`src/rtl/decode_pkg.sv`:
```
// Shared mult/div decode types, FSM states and op classifiers.
// MULTDIV_ACC_EN: when defined, MADD/MADDU/MSUB/MSUBU are sequenced ops.
package decode_pkg;

    localparam int XLEN = 32;

    typedef enum logic [6:0] {
        OP_NOP   = 7'd0,
        OP_MULT  = 7'd1,
        OP_MULTU = 7'd2,
        OP_DIV   = 7'd3,
        OP_DIVU  = 7'd4,
        OP_MADD  = 7'd5,
        OP_MADDU = 7'd6,
        OP_MSUB  = 7'd7,
        OP_MSUBU = 7'd8,
        OP_MTHI  = 7'd9,
        OP_MTLO  = 7'd10,
        OP_ADD   = 7'd16
    } decoded_op_t;

    typedef enum logic [2:0] {
        IDLE = 3'd0,
        MUL  = 3'd1,
        ACC  = 3'd2,
        DIV  = 3'd3,
        FIX  = 3'd4
    } md_state_t;

    function automatic logic is_md_multicycle(input decoded_op_t op);
        logic r;
        r = 1'b0;
        case (op)
            OP_MULT, OP_MULTU, OP_DIV, OP_DIVU: r = 1'b1;
`ifdef MULTDIV_ACC_EN
            OP_MADD, OP_MADDU, OP_MSUB, OP_MSUBU: r = 1'b1;
`endif
            default: r = 1'b0;
        endcase
        return r;
    endfunction

    function automatic logic is_md_op(input decoded_op_t op);
        return is_md_multicycle(op) || op == OP_MTHI || op == OP_MTLO;
    endfunction

    function automatic logic is_div_op(input decoded_op_t op);
        return op == OP_DIV || op == OP_DIVU;
    endfunction

    function automatic logic is_signed_op(input decoded_op_t op);
        return op == OP_MULT || op == OP_DIV || op == OP_MADD || op == OP_MSUB;
    endfunction

    function automatic logic is_acc_op(input decoded_op_t op);
        return op == OP_MADD || op == OP_MADDU || op == OP_MSUB || op == OP_MSUBU;
    endfunction

    function automatic logic is_sub_op(input decoded_op_t op);
        return op == OP_MSUB || op == OP_MSUBU;
    endfunction

endpackage

```
`src/rtl/div_iter.sv`:
```
// Restoring unsigned divider core, DIV_STEPS quotient bits per step.
// Divide by zero naturally yields quot=all ones, rem=dividend.
module div_iter
    import decode_pkg::*;
#(
    parameter int DIV_STEPS = 1
) (
    input  logic            clk,
    input  logic            resetn,
    input  logic            start_i,
    input  logic            step_i,
    input  logic [XLEN-1:0] a_i,
    input  logic [XLEN-1:0] b_i,
    output logic [XLEN-1:0] quot_o,
    output logic [XLEN-1:0] rem_o,
    output logic            last_o
);

    localparam int N  = XLEN / DIV_STEPS;
    localparam int CW = (N > 1) ? $clog2(N) : 1;

    logic [CW-1:0]   cnt_q, cnt_d;
    logic [XLEN-1:0] quot_q, quot_d;
    logic [XLEN-1:0] rem_q, rem_d;
    logic [XLEN-1:0] dvs_q, dvs_d;
    logic [XLEN:0]   sh;
    logic [XLEN-1:0] q, r;

    // One step: DIV_STEPS shift/trial-subtract iterations
    always_comb begin
        q  = quot_q;
        r  = rem_q;
        sh = '0;
        for (int i = 0; i < DIV_STEPS; i++) begin
            sh = {r, q[XLEN-1]};
            q  = {q[XLEN-2:0], 1'b0};
            if (sh >= {1'b0, dvs_q}) begin
                sh   = sh - {1'b0, dvs_q};
                q[0] = 1'b1;
            end
            r = sh[XLEN-1:0];
        end
    end

    // Load operands on start, advance on step
    always_comb begin
        cnt_d  = cnt_q;
        quot_d = quot_q;
        rem_d  = rem_q;
        dvs_d  = dvs_q;
        if (start_i) begin
            cnt_d  = '0;
            quot_d = a_i;
            rem_d  = '0;
            dvs_d  = b_i;
        end else if (step_i) begin
            cnt_d  = cnt_q + CW'(1);
            quot_d = q;
            rem_d  = r;
        end
    end

    // Divider state registers
    always_ff @(posedge clk) begin
        if (!resetn) begin
            cnt_q  <= '0;
            quot_q <= '0;
            rem_q  <= '0;
            dvs_q  <= '0;
        end else begin
            cnt_q  <= cnt_d;
            quot_q <= quot_d;
            rem_q  <= rem_d;
            dvs_q  <= dvs_d;
        end
    end

    assign last_o = step_i && (cnt_q == CW'(N - 1));
    assign quot_o = quot_q;
    assign rem_o  = rem_q;

endmodule

```
`src/rtl/multdiv_ctrl.sv`:
```
// HI/LO mult/div sequencer for EX: FSM, sign handling, HI/LO ownership.
// MULTDIV_ACC_EN: builds the ACC state for MADD[U]/MSUB[U].
module multdiv_ctrl
    import decode_pkg::*;
#(
    parameter int MUL_LAT   = 3,
    parameter int DIV_STEPS = 1
) (
    input  logic            clk,
    input  logic            resetn,
    input  logic            valid_i,
    input  decoded_op_t     op_i,
    input  logic [XLEN-1:0] a_i,
    input  logic [XLEN-1:0] b_i,
    input  logic            flush_i,
    output logic            stall_o,
    output logic            done_o,
    output logic [XLEN-1:0] hi_o,
    output logic [XLEN-1:0] lo_o
);

    localparam int CW = (MUL_LAT > 1) ? $clog2(MUL_LAT) : 1;

    md_state_t   state_q, state_d;
    logic [CW-1:0] cnt_q, cnt_d;
    decoded_op_t op_q, op_d;
    logic [31:0] a_q, a_d, b_q, b_d;
    logic [31:0] hi_q, hi_d, lo_q, lo_d;
    logic        qneg_q, qneg_d, rneg_q, rneg_d;

    logic        sgn_i, sgn_q;
    logic [31:0] amag, bmag;
    logic        div_start, div_step, div_last;
    logic [31:0] div_quot, div_rem;
    logic [63:0] opa, opb, prod;
    logic        done_c;
`ifdef MULTDIV_ACC_EN
    logic [63:0] hilo, acc_res;
`endif

    // Operand magnitudes for the divider, taken at issue
    always_comb begin
        sgn_i = is_signed_op(op_i);
        amag  = (sgn_i && a_i[31]) ? 32'd0 - a_i : a_i;
        bmag  = (sgn_i && b_i[31]) ? 32'd0 - b_i : b_i;
    end

    // Full 64-bit product of latched operands, sign-extended for signed ops
    always_comb begin
        sgn_q = is_signed_op(op_q);
        opa   = sgn_q ? {{32{a_q[31]}}, a_q} : {32'd0, a_q};
        opb   = sgn_q ? {{32{b_q[31]}}, b_q} : {32'd0, b_q};
        prod  = opa * opb;
    end

`ifdef MULTDIV_ACC_EN
    // Accumulator add/sub, wraps mod 2^64
    always_comb begin
        hilo    = {hi_q, lo_q};
        acc_res = is_sub_op(op_q) ? hilo - prod : hilo + prod;
    end
`endif

    div_iter #(
        .DIV_STEPS(DIV_STEPS)
    ) u_div (
        .clk    (clk),
        .resetn (resetn),
        .start_i(div_start),
        .step_i (div_step),
        .a_i    (amag),
        .b_i    (bmag),
        .quot_o (div_quot),
        .rem_o  (div_rem),
        .last_o (div_last)
    );

    // Sequencer next-state and HI/LO update
    always_comb begin
        state_d   = state_q;
        cnt_d     = cnt_q;
        op_d      = op_q;
        a_d       = a_q;
        b_d       = b_q;
        hi_d      = hi_q;
        lo_d      = lo_q;
        qneg_d    = qneg_q;
        rneg_d    = rneg_q;
        div_start = 1'b0;
        div_step  = 1'b0;
        done_c    = 1'b0;
        unique case (state_q)
            IDLE: begin
                if (valid_i && is_md_op(op_i)) begin
                    if (op_i == OP_MTHI) begin
                        hi_d = a_i;
                    end else if (op_i == OP_MTLO) begin
                        lo_d = a_i;
                    end else begin
                        op_d = op_i;
                        a_d  = a_i;
                        b_d  = b_i;
                        if (is_div_op(op_i)) begin
                            state_d   = DIV;
                            div_start = 1'b1;
                            qneg_d    = sgn_i && (a_i[31] ^ b_i[31]);
                            rneg_d    = sgn_i && a_i[31];
                        end else begin
                            state_d = MUL;
                            cnt_d   = CW'(MUL_LAT - 1);
                        end
                    end
                end
            end
            MUL: begin
                if (cnt_q == '0) begin
`ifdef MULTDIV_ACC_EN
                    if (is_acc_op(op_q)) begin
                        state_d = ACC;
                    end else begin
                        {hi_d, lo_d} = prod;
                        done_c       = 1'b1;
                        state_d      = IDLE;
                    end
`else
                    {hi_d, lo_d} = prod;
                    done_c       = 1'b1;
                    state_d      = IDLE;
`endif
                end else begin
                    cnt_d = cnt_q - CW'(1);
                end
            end
`ifdef MULTDIV_ACC_EN
            ACC: begin
                {hi_d, lo_d} = acc_res;
                done_c       = 1'b1;
                state_d      = IDLE;
            end
`endif
            DIV: begin
                div_step = 1'b1;
                if (div_last) begin
                    state_d = FIX;
                end
            end
            FIX: begin
                lo_d    = qneg_q ? 32'd0 - div_quot : div_quot;
                hi_d    = rneg_q ? 32'd0 - div_rem : div_rem;
                done_c  = 1'b1;
                state_d = IDLE;
            end
            default: begin
                state_d = IDLE;
            end
        endcase
        if (flush_i) begin
            state_d   = IDLE;
            hi_d      = hi_q;
            lo_d      = lo_q;
            div_start = 1'b0;
        end
    end

    // State and architectural HI/LO registers
    always_ff @(posedge clk) begin
        if (!resetn) begin
            state_q <= IDLE;
            cnt_q   <= '0;
            op_q    <= OP_NOP;
            a_q     <= '0;
            b_q     <= '0;
            hi_q    <= '0;
            lo_q    <= '0;
            qneg_q  <= 1'b0;
            rneg_q  <= 1'b0;
        end else begin
            state_q <= state_d;
            cnt_q   <= cnt_d;
            op_q    <= op_d;
            a_q     <= a_d;
            b_q     <= b_d;
            hi_q    <= hi_d;
            lo_q    <= lo_d;
            qneg_q  <= qneg_d;
            rneg_q  <= rneg_d;
        end
    end

    assign done_o  = done_c && !flush_i;
    assign stall_o = !flush_i &&
                     ((state_q == IDLE && valid_i && is_md_multicycle(op_i)) ||
                      (state_q != IDLE && !done_c));
    assign hi_o    = hi_q;
    assign lo_o    = lo_q;

endmodule
```
`config.mk`:
```
export PLATFORM = sky130hd
export DESIGN_NAME = multdiv_ctrl
export DESIGN_NICKNAME = d
export VERILOG_FILES = /design/src/rtl/decode_pkg.sv /design/src/rtl/div_iter.sv /design/src/rtl/multdiv_ctrl.sv
export SDC_FILE = /design/constraint.sdc
export NUM_CORES = 2
export LEC_CHECK = 0
export ABC_AREA = 1
export CAP_MARGIN = 20
export CORE_ASPECT_RATIO = 0.75
export CORE_MARGIN = 1.5
export CORE_UTILIZATION = 48
export CTS_BUF_LIST = sky130_fd_sc_hd__clkbuf_16
export DETAILED_ROUTE_END_ITERATION = 8
export PLACE_DENSITY = 0.75
export SKIP_CTS_REPAIR_TIMING = 1
export SYNTH_ARGS = -nofsm -noshare
export SYNTH_HDL_FRONTEND = slang
export SYNTH_SLANG_ARGS = --single-unit
export TNS_END_PERCENT = 5
```
`constraint.sdc`:
```
create_clock -name clk -period 11.44 [get_ports clk]
set_input_delay 2.288 -clock clk [delete_from_list [all_inputs] [get_ports clk]]
set_output_delay 2.288 -clock clk [all_outputs]
set_load 0.02 [all_outputs]
```
==> results.md <==
* Status: finished, final reports clean
* CTS H-tree depth at 1
* Count of state elements after synthesis at 241
* Top_reg_cell synth: dfxtp_1
* Final WL at 230 mm
* Syn Area/Cell at 7.69 sq um
* Area Overhead vs Synth at 6.08%
* Max Fclk at 0.0956 GHz
* First-pass GRT wire length at 349 mm
* Startpoint types: register
* Hold Vio Cnt, Final at 0
* CTS tree: yes
* Layout cell share with drive strength beyond 1 at 0.0289
* Ranking of synthesized cells by area: fa_1, inv_1, nand2_1, dfxtp_1, ha_1
* Most frequent cell after synthesis: inv_1
* Hold Crit Class: reg2reg
* Starting Density at 0.484
* Seq/Total Area, Yosys at 0.0749
* Number of synthesized flops with an enable pin at 0
* Final Setup Violations at 0
* Vias at 55050
* Drc violations at 0
* Fin worst setup slack at 0.979 ns
* Die area at 136000 sq um
* Max FO, Critical Path at 47
* RSZ-0062 raised after global routing: false
* Die X at 426 microns
* CTS Buffer Depth at 3
* Yosys top cell by area: fa_1
* Port Buffers at 140
* Synth cell types at 63
* Layout Nets at 10119
* Clock Latency Late Sink at 0.60 ns
* Die height at 320 microns
* Critical path's slowest cell: fa_1
* Worst Path Arrival at 10.97 ns
* RePlAce Congestion at 1.06
* Post-Synthesis Cells at 8376
* Worst-margin pin slew at 1.24 ns
* Power Density at 29.1 nW/um^2
* Post-detail-place hpwl at 192 mm
* Required @ worst endpoint at 11.95 ns
* # IOs at 141
* Placed Cells at 10015
* Fillcell total at 12730
* Layout Skew at 0.0319 ns
* Slew margin rel. at 0.164
* Clock sink count at 241
* Synthesized Nets at 10218
* Vias in the first global route at 55838
* Gr ovfl total at 0
* Share of the synthesized area in the top cell type at 0.441
* Pin count of the biggest net entering global routing at 87
* Max-slew violations at 0
* Setup Crit Path Kind: reg2reg
* Setup TNS at 0 ns
* DR vias/cell at 5.46
* Rows at 116
* Drt wl/cell at 22.8 microns
* CTS buffer count at 28
* VDD IR max at 0.000105 V
* Critical Path Max Stage Delay at 0.95 ns
* Clock tree root buffer cell: clkbuf_16
* Finished Layout Cells at 10074
* Synthesized area at 64400 sq um
* CP Capture Type: register
* Max Cap Violations at 0
* Total GRT Usage at 0.343
* Placeable Area at 133000 sq um
* Tcrit/Tclk final at 0.914
* Lkg Pwr at 0.0375 uW
* 1st-iter DRT viols at 6330
* Synth Warn # at 0
* DR pass1 iterations at 6
* Worst slack at placement at 1.20 ns
* Antenna Nets Post-Route at 0
* Share of synthesized flip-flops with an asynchronous set or reset at 0
* Tmin final at 10.46 ns
* Commonest cells post-synth: inv_1, nand2_1, fa_1
* Clock Pin Slew Worst Setup and Hold Paths at 0.07 ns
* Initial antenna violation count at 13
==> power breakdown <==
part           switching, uW  internal (uW)  leakage, uW
Sequential              14.7            842      0.00195
Clock                    431            492     0.000441
Combinational            148           58.3       0.0351
==> path summary, 6_finish.rpt <==
check,start,end,slack [ns],depth (start not counted)
max reg2reg,op_q[0],hi_o[31],0.98,35
min reg2reg,op_q[5],op_q[5],0.46,2
min,op_q[5],op_q[5],0.46,2
max,op_q[0],hi_o[31],0.98,35
==> state kept, by name, summed over array words and instances (netlist names) <==
signal and cells:
state_q 3, qneg_q 1, u_div.quot_o 32, a_q 32, hi_o 32, rneg_q 1
b_q 32, u_div.rem_o 32, u_div.dvs_q 32, u_div.cnt_q 5, lo_o 32, op_q 5
cnt_q 2
==> critical path, delay by kind of cell (launching register included) <==
family	cells	cell delay [ns]
DFF	1	0.30
AOI/OAI and AO/OA	4	1.06
and+or+nand+nor	9	0.89
adders and majority gates	11	6.36
buffers and inverters	11	1.72
==> cell families (layout without fill, tap and decap cells) <==
group | count (synthesis) | after routing | share of synthesized area
adders and majority gates | 1767 | 1767 | 0.509
and+or+nand+nor | 2636 | 2636 | 0.166
buffers and inverters | 2736 | 2659 | 0.161
other | 0 | 5 | 0
DFF | 241 | 241 | 0.0749
xor gates and xnor gates | 101 | 101 | 0.0137
AOI/OAI and AO/OA | 895 | 895 | 0.0755
==> final cells by class <==
type | count | area, sq um | share of cell area
flip-flops and latches | 241 | 4840 | 0.0708
inverters | 2360 | 8860 | 0.130
multi-input cells | 5399 | 49200 | 0.721
diodes | 5 | 12.5 | 0.000183
clock inverters | 24 | 186 | 0.00273
clock buffers | 28 | 701 | 0.0103
repair buffers | 247 | 2290 | 0.0335
well taps | 1770 | 2210 | 0.0324
==> layout by cell type (no fill, tap or decap), types with 139 or more instances in the layout <==
| master | count |
|---|---|
| nand3_1 | 238 |
| clkdlybuf4s50_1 | 139 |
| o21ai_0 | 343 |
| a21oi_1 | 371 |
| nand2_1 | 1738 |
| ha_1 | 347 |
| nor2_1 | 477 |
| dfxtp_1 | 231 |
| fa_1 | 1420 |
| inv_1 | 2348 |
==> metal layers <==
metal,global-route usage,up-vias,share of wire
li1,-,24169,-
met1,0.508,27337,0.43
met2,0.477,3148,0.40
met3,0.0956,388,0.13
met4,0.124,8,0.045
met5,0,-,0.00020
==> through the flow <==
step           utilization  power [uW]  area [sq um]  hold slack [ns]
2_1_floorplan            -         958         64400            0.419
3_3_place_gp         0.505        1070         67400            0.434
5_1_grt              0.513        2020         68300            0.482
3_5_place_dp         0.506        1070         67400            0.436
4_1_cts              0.513        1980         68300            0.446
6_report             0.513        1990         68300            0.456
Power figures use the tool's default switching activity.
